[src/rtl/mem_stage_dmem.sv]
// mem_stage_dmem: word-addressed data RAM for the MEM stage with fixed access latency and pipeline stall
module mem_stage_dmem #(
  parameter int DEPTH_WORDS = 64,
  parameter int LATENCY = 2
) (
  input  logic        clk,
  input  logic        reset,
  input  logic        MemWriteM,
  input  logic [1:0]  ResultSrcM,
  input  logic [31:0] ALUResultM,
  input  logic [31:0] WriteDataM,
  output logic [31:0] ReadDataM,
  output logic        StallM,
  output logic        MemErrM
);
  localparam int AW = DEPTH_WORDS > 1 ? $clog2(DEPTH_WORDS) : 1;
  typedef enum logic [1:0] {IDLE, BUSY, DONE} state_t;
  state_t state, state_nx;
  logic [3:0] cnt;
  logic [31:0] mem [DEPTH_WORDS];
  logic rd_req, load, req, fault, accept, access;
  logic [AW-1:0] idx;
  always_comb begin
    rd_req = ResultSrcM == 2'b01;
    load = rd_req & ~MemWriteM;
    req = MemWriteM | rd_req;
    fault = (ALUResultM[1:0] != 2'b00) | (ALUResultM >= 32'(4 * DEPTH_WORDS));
    idx = ALUResultM[AW+1:2];
    // reset overrides a request held on the inputs so the pipeline is never stalled during reset
    accept = ~reset & (state == IDLE) & req & ~fault;
    access = (accept & (LATENCY == 1)) | ((state == BUSY) & (cnt == 4'd0));
  end
  always_ff @(posedge clk or posedge reset)
    if (reset) state <= IDLE;
    else state <= state_nx;
  always_comb
    state_nx = state == IDLE ? (accept ? (LATENCY == 1 ? DONE : BUSY) : IDLE) :
               state == BUSY ? (cnt == 4'd0 ? DONE : BUSY) : IDLE;
  always_comb begin
    StallM = accept | (state == BUSY);
    MemErrM = ~reset & (state == IDLE) & req & fault;
  end
  always_ff @(posedge clk or posedge reset)
    if (reset) begin
      cnt <= 4'd0;
      ReadDataM <= 32'h0;
    end else begin
      if (accept) cnt <= 4'(LATENCY > 1 ? LATENCY - 2 : 0);
      else if (state == BUSY && cnt != 4'd0) cnt <= cnt - 4'd1;
      if (access && load) ReadDataM <= mem[idx];
      else if (MemErrM && load) ReadDataM <= 32'h0;
    end
  always_ff @(posedge clk)
    if (access && MemWriteM) mem[idx] <= WriteDataM;
endmodule

[config.mk]
export PLATFORM = sky130hd
export DESIGN_NAME = mem_stage_dmem
export DESIGN_NICKNAME = d
export VERILOG_FILES = /design/src/rtl/mem_stage_dmem.sv
export SDC_FILE = /design/constraint.sdc
export NUM_CORES = 2
export LEC_CHECK = 0
export CORE_UTILIZATION = 30
export DETAILED_ROUTE_END_ITERATION = 10
export HOLD_SLACK_MARGIN = 0.02
export PLACE_DENSITY_LB_ADDON = 0.1
export SYNTH_ARGS = -nofsm -noshare
export SYNTH_HDL_FRONTEND = slang
export SYNTH_SLANG_ARGS = --single-unit
[constraint.sdc]
create_clock -name clk -period 3.1 [get_ports clk]
set_input_delay 0.62 -clock clk [delete_from_list [all_inputs] [get_ports clk]]
set_output_delay 0.62 -clock clk [all_outputs]
set_load 0.02 [all_outputs]
======== Yosys cells after proc, flatten, opt, wreduce, memory -nomap -nowiden ========
Memories as Yosys holds them, arrays and structs flattened.
Index checks and enable logic that the tools add are counted.
Widths: inputs -> output; s select.
operators by class
  add/subtract/negate cells ............... 1
  $mul .................................... 0
  divide/modulo/power cells ............... 0
  magnitude comparators ................... 1
  equal/unequal tests ..................... 2
  shift-type cells ........................ 0
  multiplexer cells ....................... 10
  bitwise logic cells ..................... 12
  reduce and logical (&&, ||, !) cells .... 10
operators with widths
  cell                 count
  $mux 32              2
  $ge 32x9->1 const B  1
  $mux 4               2
  $and 1x1->1          6
  $mux 2               3
  $reduce_bool 2->1    3
  $eq 2x1->1 const B   2
  $logic_and 1x1->1    4
  $logic_not 4->1      1
  $reduce_bool 4->1    1
  $sub 4x1->4 const B  1
  $mux 1               3
  $not 1->1            3
  $or 1x1->1           3
  $logic_not 2->1      1
word-level totals
  bits in registers ....................... 38
  latch bits .............................. 0
  bits in writable memories ............... 2048
  ROM bits ................................ 0
  bits of input ports ..................... 69
  logic and storage cells ................. 40
  memories kept ........................... 1
memories
  memory  words  width  rd ports  clocked after Yosys merged registers in  write ports  RTL line  source
  mem     64     32     1         0                                        1            20        logic [31:0] mem [DEPTH_WORDS];

======== Logic depth before layout (Yosys ltp) ========
  depth after elaboration ................. 7
  mapped depth ............................ 12
  depth with buffers taken out ............ 8

======== Worst setup path before layout ========
OpenSTA, ideal clock, no wires.
  path type ............................... in2reg
  start ................................... input ALUResultM[2]
  end ..................................... memory mem[12][0], enable pin
  setup time .............................. 0.421 ns
  data arrival time ....................... 3.389 ns
  path slack .............................. -0.710 ns
  cell stages on the path ................. 8
  path through ............................ buf_4 -> inv_1 -> buf_2 -> clkbuf_1 -> buf_1 -> and3_1 -> nand2_1 -> nor2_1
RTL lines
  item         RTL line  source
  from (decl)  10        input logic [31:0] ALUResultM,
  to (decl)    20
No word-level cell before the write port.

======== Final worst setup path ========
  start ................................... input ALUResultM[4]
  end ..................................... register ReadDataM[30]
on the way
  cells in the longest elaborated chain, start to end .. 5
  elaborated cells on any way between the ends .. 7
  classes of those cells .................. order compare: 1; mux: 1; bitwise: 2; reduce/logical: 2; memory: 1
RTL lines
  item                                RTL line  source
  $ge 32x9->1                         27        fault = (ALUResultM[1:0] != 2'b00) | (ALUResultM >= 32'(4 * DEPTH_WORDS));
  $or 1x1->1                          27
  $and 1x1->1                         41        MemErrM = ~reset & (state == IDLE) & req & fault;
  $logic_and 1x1->1                   51        else if (MemErrM && load) ReadDataM <= 32'h0;
  $reduce_bool 2->1 (no source line)  -
  to (signal assigned)                50        if (access && load) ReadDataM <= mem[idx];
  to (decl)                           12        output logic [31:0] ReadDataM,
Several ways; a longest one is shown, not always the timed one.
A chain may end at the register's enable or synchronous reset.

==> impl_metrics.py <==
metrics = {
    "run_status": {
        "status": "finished, violations left",
        "violations": "DRC",
    },
    "logic_synthesis": {
        "avg_inst_size_synth_um2": 18.0,
        "postSynth.asyncResetShare": 0.0182,
        "ys.warnings.count": 0,
        "seq_area_frac_synth": 0.778,
        "synth_nets": 4521,
        "synth_edf_count": 2048,
        "postSynthCellCount": 4451,
        "ys_dominant_reg_cell": "sky130_fd_sc_hd__edfxtp_1",
        "post_synthesis_register_bit_count": 2086,
        "syn_area_um2": 80200,
        "netlist-cell-type-count": 67,
    },
    "setup_path": {
        "start_kind": "primary input",
        "critical_path.max_fanout": 21,
        "crit_cells": 12,
        "timing.critical_path.to_type": "flop",
        "worst-r2r-cell-count": 11,
        "cp.required_ns": 3.83,
        "crit_path_cell_trace": "buf_8, buf_12, buf_4, and2_4, buf_4, buf_4, a221oi_1, nor2_1, o21ai_0, o21ai_0, o21ai_0, o211ai_1",
        "critical-path-top-delay-family": "compound AO/OA/AOI/OAI gates",
        "critical_path.max_stage_delay_ns": 0.59,
        "critical_path_buf_inv_count": 5,
        "timing.critical_path.arrival_ns": 3.82,
        "r2r_setup_slack_ns": 0.17,
        "crit-reg2reg-capture": "ReadDataM[2]$_DFFE_PP0P_",
        "critPathSlowestCell": "sky130_fd_sc_hd__o21ai_0",
        "r2r-start": "mem[23][2]$_DFFE_PP_",
        "timing.setup.critical_path_class": "in -> reg",
    },
    "route": {
        "met2_wirelength_um": 149000,
        "drc": 2,
        "maxUsedRoutingLayer": "met5",
        "route.detailed.wl_per_inst_um": 35.3,
        "detail_route.first_pass.iterations": 10,
        "number_of_drc_markers_after_the_initial_detailed_route_iteration": 5507,
        "detailroute.via_count": 48400,
        "drt-total-wl_um": 319000,
        "via_per_inst": 5.35,
        "final_antenna_net_count": 0,
        "wl_met3_um": 18300,
        "wirelength_met1_um": 146000,
    },
    "timing": {
        "finalWorstSetupSlack_ns": 0.00971,
        "setup_tns_ns": 0,
        "slew_violations": 0,
        "finalHoldViolCount": 0,
        "fmax_ghz": 0.324,
        "clock_skews_ns": 0.0454,
        "final_min_period_over_clock_period": 0.997,
        "shortest_clock_period_the_worst_path_allows_after_layout_ns": 3.09,
        "max_slew.worst_pin.slew_ns": 1.39,
        "slew_headroom": 0.0621,
        "final-setup-viol-count": 0,
        "grt_setup_unrepaired": "false",
    },
    "place": {
        "detailedPlace.worstSlack_ns": -0.857,
        "dp_hpwl_um": 211000,
        "port_buffers": 102,
        "routabilityCongestion": 0.843,
    },
    "clock_tree": {
        "clock_buffer_depth": 3,
        "clock_tree.root_cell": "sky130_fd_sc_hd__clkbuf_16",
        "cts.clk_slew.worst_paths_ns": 0.06,
        "worst_skew_pair.late_latency_ns": 0.87,
        "cts_tree": "built",
        "cts-htree-levels": 4,
        "cts_made_buffers": 229,
        "cts.sink_count": 2086,
    },
    "die": {
        "chipWidth_um": 519,
        "design.core.area_um2": 266000,
        "initial_core_util": 0.302,
        "fp.dieArea_um2": 269000,
        "die_h_um": 519,
        "io_pins": 103,
        "core.rowCount": 189,
    },
    "power": {
        "vdd_drop_max_uv": 555,
        "cellPowerDensity_nw_per_um2": 612,
        "power.static_leakage_uw": 0.0333,
    },
    "layout": {
        "drive_above_1_share": 0.279,
        "areaGrowthSynthToFinish_pct": 25.6,
        "layout.nets": 5363,
        "layout.filler_cells": 24600,
    },
    "global_routing": {
        "grt_overflow_total": 0,
        "first_global_vias": 47900,
        "grt_first_pass_wirelength_um": 430000,
        "grt_util_all_layers": 0.234,
        "grt_antenna_before_repair": 30,
        "grt_max_degree": 65,
    },
    "hold_path": {
        "hp-start": "WriteDataM[15]",
        "min_delay_path_depth": 2,
        "hold_path_class": "in -> reg",
        "min_to": "mem[37][15]$_DFFE_PP_",
    },
    "job": {
        "cap_violations": 0,
    },
}
[synth_stat cells, types with 3 or more instances]
| master | number | area share |
|---|---|---|
| sky130_fd_sc_hd__edfxtp_1 | 2048 | 0.77 |
| sky130_fd_sc_hd__a221oi_1 | 284 | 0.031 |
| sky130_fd_sc_hd__mux2i_1 | 253 | 0.032 |
| sky130_fd_sc_hd__nor2_1 | 222 | 0.010 |
| sky130_fd_sc_hd__o21ai_0 | 174 | 0.011 |
| sky130_fd_sc_hd__mux2_2 | 173 | 0.024 |
| sky130_fd_sc_hd__nand2_1 | 166 | 0.0078 |
| sky130_fd_sc_hd__clkbuf_1 | 125 | 0.0058 |
| sky130_fd_sc_hd__a22oi_1 | 119 | 0.011 |
| sky130_fd_sc_hd__a21oi_1 | 109 | 0.0068 |
| sky130_fd_sc_hd__buf_2 | 107 | 0.0067 |
| sky130_fd_sc_hd__mux4_2 | 84 | 0.024 |
| sky130_fd_sc_hd__o22ai_1 | 79 | 0.0062 |
| sky130_fd_sc_hd__a22o_1 | 78 | 0.0085 |
| sky130_fd_sc_hd__a221o_1 | 68 | 0.0085 |
| sky130_fd_sc_hd__dfrtp_1 | 38 | 0.012 |
| sky130_fd_sc_hd__buf_4 | 35 | 0.0033 |
| sky130_fd_sc_hd__buf_1 | 34 | 0.0016 |
| sky130_fd_sc_hd__nand3_1 | 28 | 0.0017 |
| sky130_fd_sc_hd__nor4_1 | 22 | 0.0017 |
| sky130_fd_sc_hd__o2bb2ai_1 | 22 | 0.0024 |
| sky130_fd_sc_hd__o22a_1 | 17 | 0.0019 |
| sky130_fd_sc_hd__buf_6 | 14 | 0.0020 |
| sky130_fd_sc_hd__nor3_1 | 13 | 0.00081 |
| sky130_fd_sc_hd__a31oi_1 | 12 | 0.00094 |
| sky130_fd_sc_hd__a222oi_1 | 11 | 0.0014 |
| sky130_fd_sc_hd__a211oi_1 | 10 | 0.00094 |
| sky130_fd_sc_hd__o211ai_1 | 10 | 0.00094 |
| sky130_fd_sc_hd__o221ai_1 | 10 | 0.0011 |
| sky130_fd_sc_hd__nor2b_1 | 9 | 0.00070 |
| sky130_fd_sc_hd__and2_1 | 8 | 0.00062 |
| sky130_fd_sc_hd__nand4_1 | 7 | 0.00055 |
| sky130_fd_sc_hd__inv_1 | 5 | 0.00023 |
| sky130_fd_sc_hd__nand2b_1 | 4 | 0.00031 |
| sky130_fd_sc_hd__or2_2 | 4 | 0.00031 |
| sky130_fd_sc_hd__a2111oi_0 | 3 | 0.00033 |
| sky130_fd_sc_hd__a41oi_1 | 3 | 0.00033 |
| sky130_fd_sc_hd__and2_0 | 3 | 0.00023 |
| sky130_fd_sc_hd__and3_1 | 3 | 0.00023 |
[sequential cells by signal, indices dropped and copies added (netlist names)]
register / flops
cnt: 4
state: 2
mem: 2048
ReadDataM: 32
[worst reg2reg max path, cell delays in order, from the launching register on]
cell and delay, ns:
sky130_fd_sc_hd__edfxtp_1 0.37, sky130_fd_sc_hd__mux4_2 0.58, sky130_fd_sc_hd__mux2i_1 0.21, sky130_fd_sc_hd__buf_4 0.15, sky130_fd_sc_hd__nor2_1 0.05, sky130_fd_sc_hd__a21oi_1 0.15
sky130_fd_sc_hd__buf_4 0.17, sky130_fd_sc_hd__nand3_1 0.29, sky130_fd_sc_hd__buf_4 0.25, sky130_fd_sc_hd__a2111oi_0 0.36, sky130_fd_sc_hd__buf_4 0.17, sky130_fd_sc_hd__o21ai_0 0.06
[timing repair]
action,4_1_cts,5_1_grt
pin swaps,1,0
gates resized for setup,1,2
endpoints found under the hold margin,6,0
hold buffers,1,0
endpoints found under the setup margin,1,2
buffers inserted,1,0
[power by group]
group	leakage, uW	internal (uW)	switching (uW)
registers	0.0189	31000	0.000223
logic	0.0108	1490	2720
clock network	0.00354	14900	11600
total	0.0333	47400	14300
[stage by stage]
stage	power [uW]	utilization	hold WS (ns)	instance area (um2)	cells
after CTS	62200	0.379	0.164	101000	9032
after global routing	63400	0.379	0.210	101000	9034
after floorplan	33100	-	0.523	80400	4451
final	61700	0.379	0.241	101000	9039
after global placement	35700	0.352	0.561	93500	8592
after detailed placement	35700	0.352	0.564	93500	8592
[final cells by class]
| class | instances | area [um2] | area share |
|---|---|---|---|
| diodes | 6 | 15.0 | 0.000149 |
| clock buffers | 285 | 6070 | 0.0603 |
| clock inverters | 153 | 1180 | 0.0117 |
| inverters | 6 | 40.0 | 0.000397 |
| multi-input cells | 2044 | 16800 | 0.167 |
| flip-flops and latches | 2086 | 62400 | 0.620 |
| well taps | 3533 | 4420 | 0.0439 |
| repair buffers | 926 | 9820 | 0.0974 |
[worst max path at each step]
stage / from / to / slack (ns)
3_3_place_gp: ALUResultM[4] / ReadDataM[13]$_DFFE_PP0P_ / -0.85
2_1_floorplan: ALUResultM[4] / mem[13][0]$_DFFE_PP_ / -0.31
6_report: ALUResultM[4] / ReadDataM[30]$_DFFE_PP0P_ / 0.01
5_1_grt: state[1]$_DFF_PP0_ / StallM / 0.07
4_1_cts: ReadDataM[1]$_DFFE_PP0P_ / ReadDataM[1] / 0.02
3_5_place_dp: ALUResultM[4] / ReadDataM[13]$_DFFE_PP0P_ / -0.86
[cell families after synthesis]
kind of cell               synth area share
DFF                                   0.778
AOI/OAI and AO/OA                    0.0953
muxes                                0.0796
and+or+nand+nor                      0.0266
buffers and inverters                0.0196
xor gates and xnor gates           0.000218
adders and majority gates          0.000156
[layout by cell type (no fill, tap or decap), types with 22 or more instances in the layout]
| cell type | n |
|---|---|
| sky130_fd_sc_hd__a22oi_1 | 119 |
| sky130_fd_sc_hd__clkdlybuf4s50_1 | 65 |
| sky130_fd_sc_hd__clkinv_1 | 73 |
| sky130_fd_sc_hd__nand2_1 | 164 |
| sky130_fd_sc_hd__a221o_1 | 68 |
| sky130_fd_sc_hd__dfrtp_1 | 38 |
| sky130_fd_sc_hd__a22o_1 | 78 |
| sky130_fd_sc_hd__o21ai_0 | 173 |
| sky130_fd_sc_hd__buf_12 | 220 |
| sky130_fd_sc_hd__clkbuf_1 | 45 |
| sky130_fd_sc_hd__mux2i_1 | 253 |
| sky130_fd_sc_hd__a21oi_1 | 109 |
| sky130_fd_sc_hd__buf_4 | 603 |
| sky130_fd_sc_hd__o2bb2ai_1 | 22 |
| sky130_fd_sc_hd__a221oi_1 | 284 |
| sky130_fd_sc_hd__buf_2 | 32 |
| sky130_fd_sc_hd__nand3_1 | 27 |
| sky130_fd_sc_hd__nor2_1 | 156 |
| sky130_fd_sc_hd__o22ai_1 | 79 |
| sky130_fd_sc_hd__clkinv_2 | 45 |
| sky130_fd_sc_hd__mux2_2 | 173 |
| sky130_fd_sc_hd__clkbuf_16 | 231 |
| sky130_fd_sc_hd__nor4_1 | 22 |
| sky130_fd_sc_hd__nor2_4 | 67 |
| sky130_fd_sc_hd__mux4_2 | 84 |
| sky130_fd_sc_hd__edfxtp_1 | 2048 |
[per-layer routing]
| metal | vias up | track usage |
|---|---|---|
| met1 | 26300 | 0.335 |
| met2 | 1637 | 0.374 |
| met4 | 2 | 0.0505 |
| li1 | 20100 | - |
| met3 | 305 | 0.0342 |
| met5 | - | 0 |
Note: power is estimated with default switching activity, not from simulation.
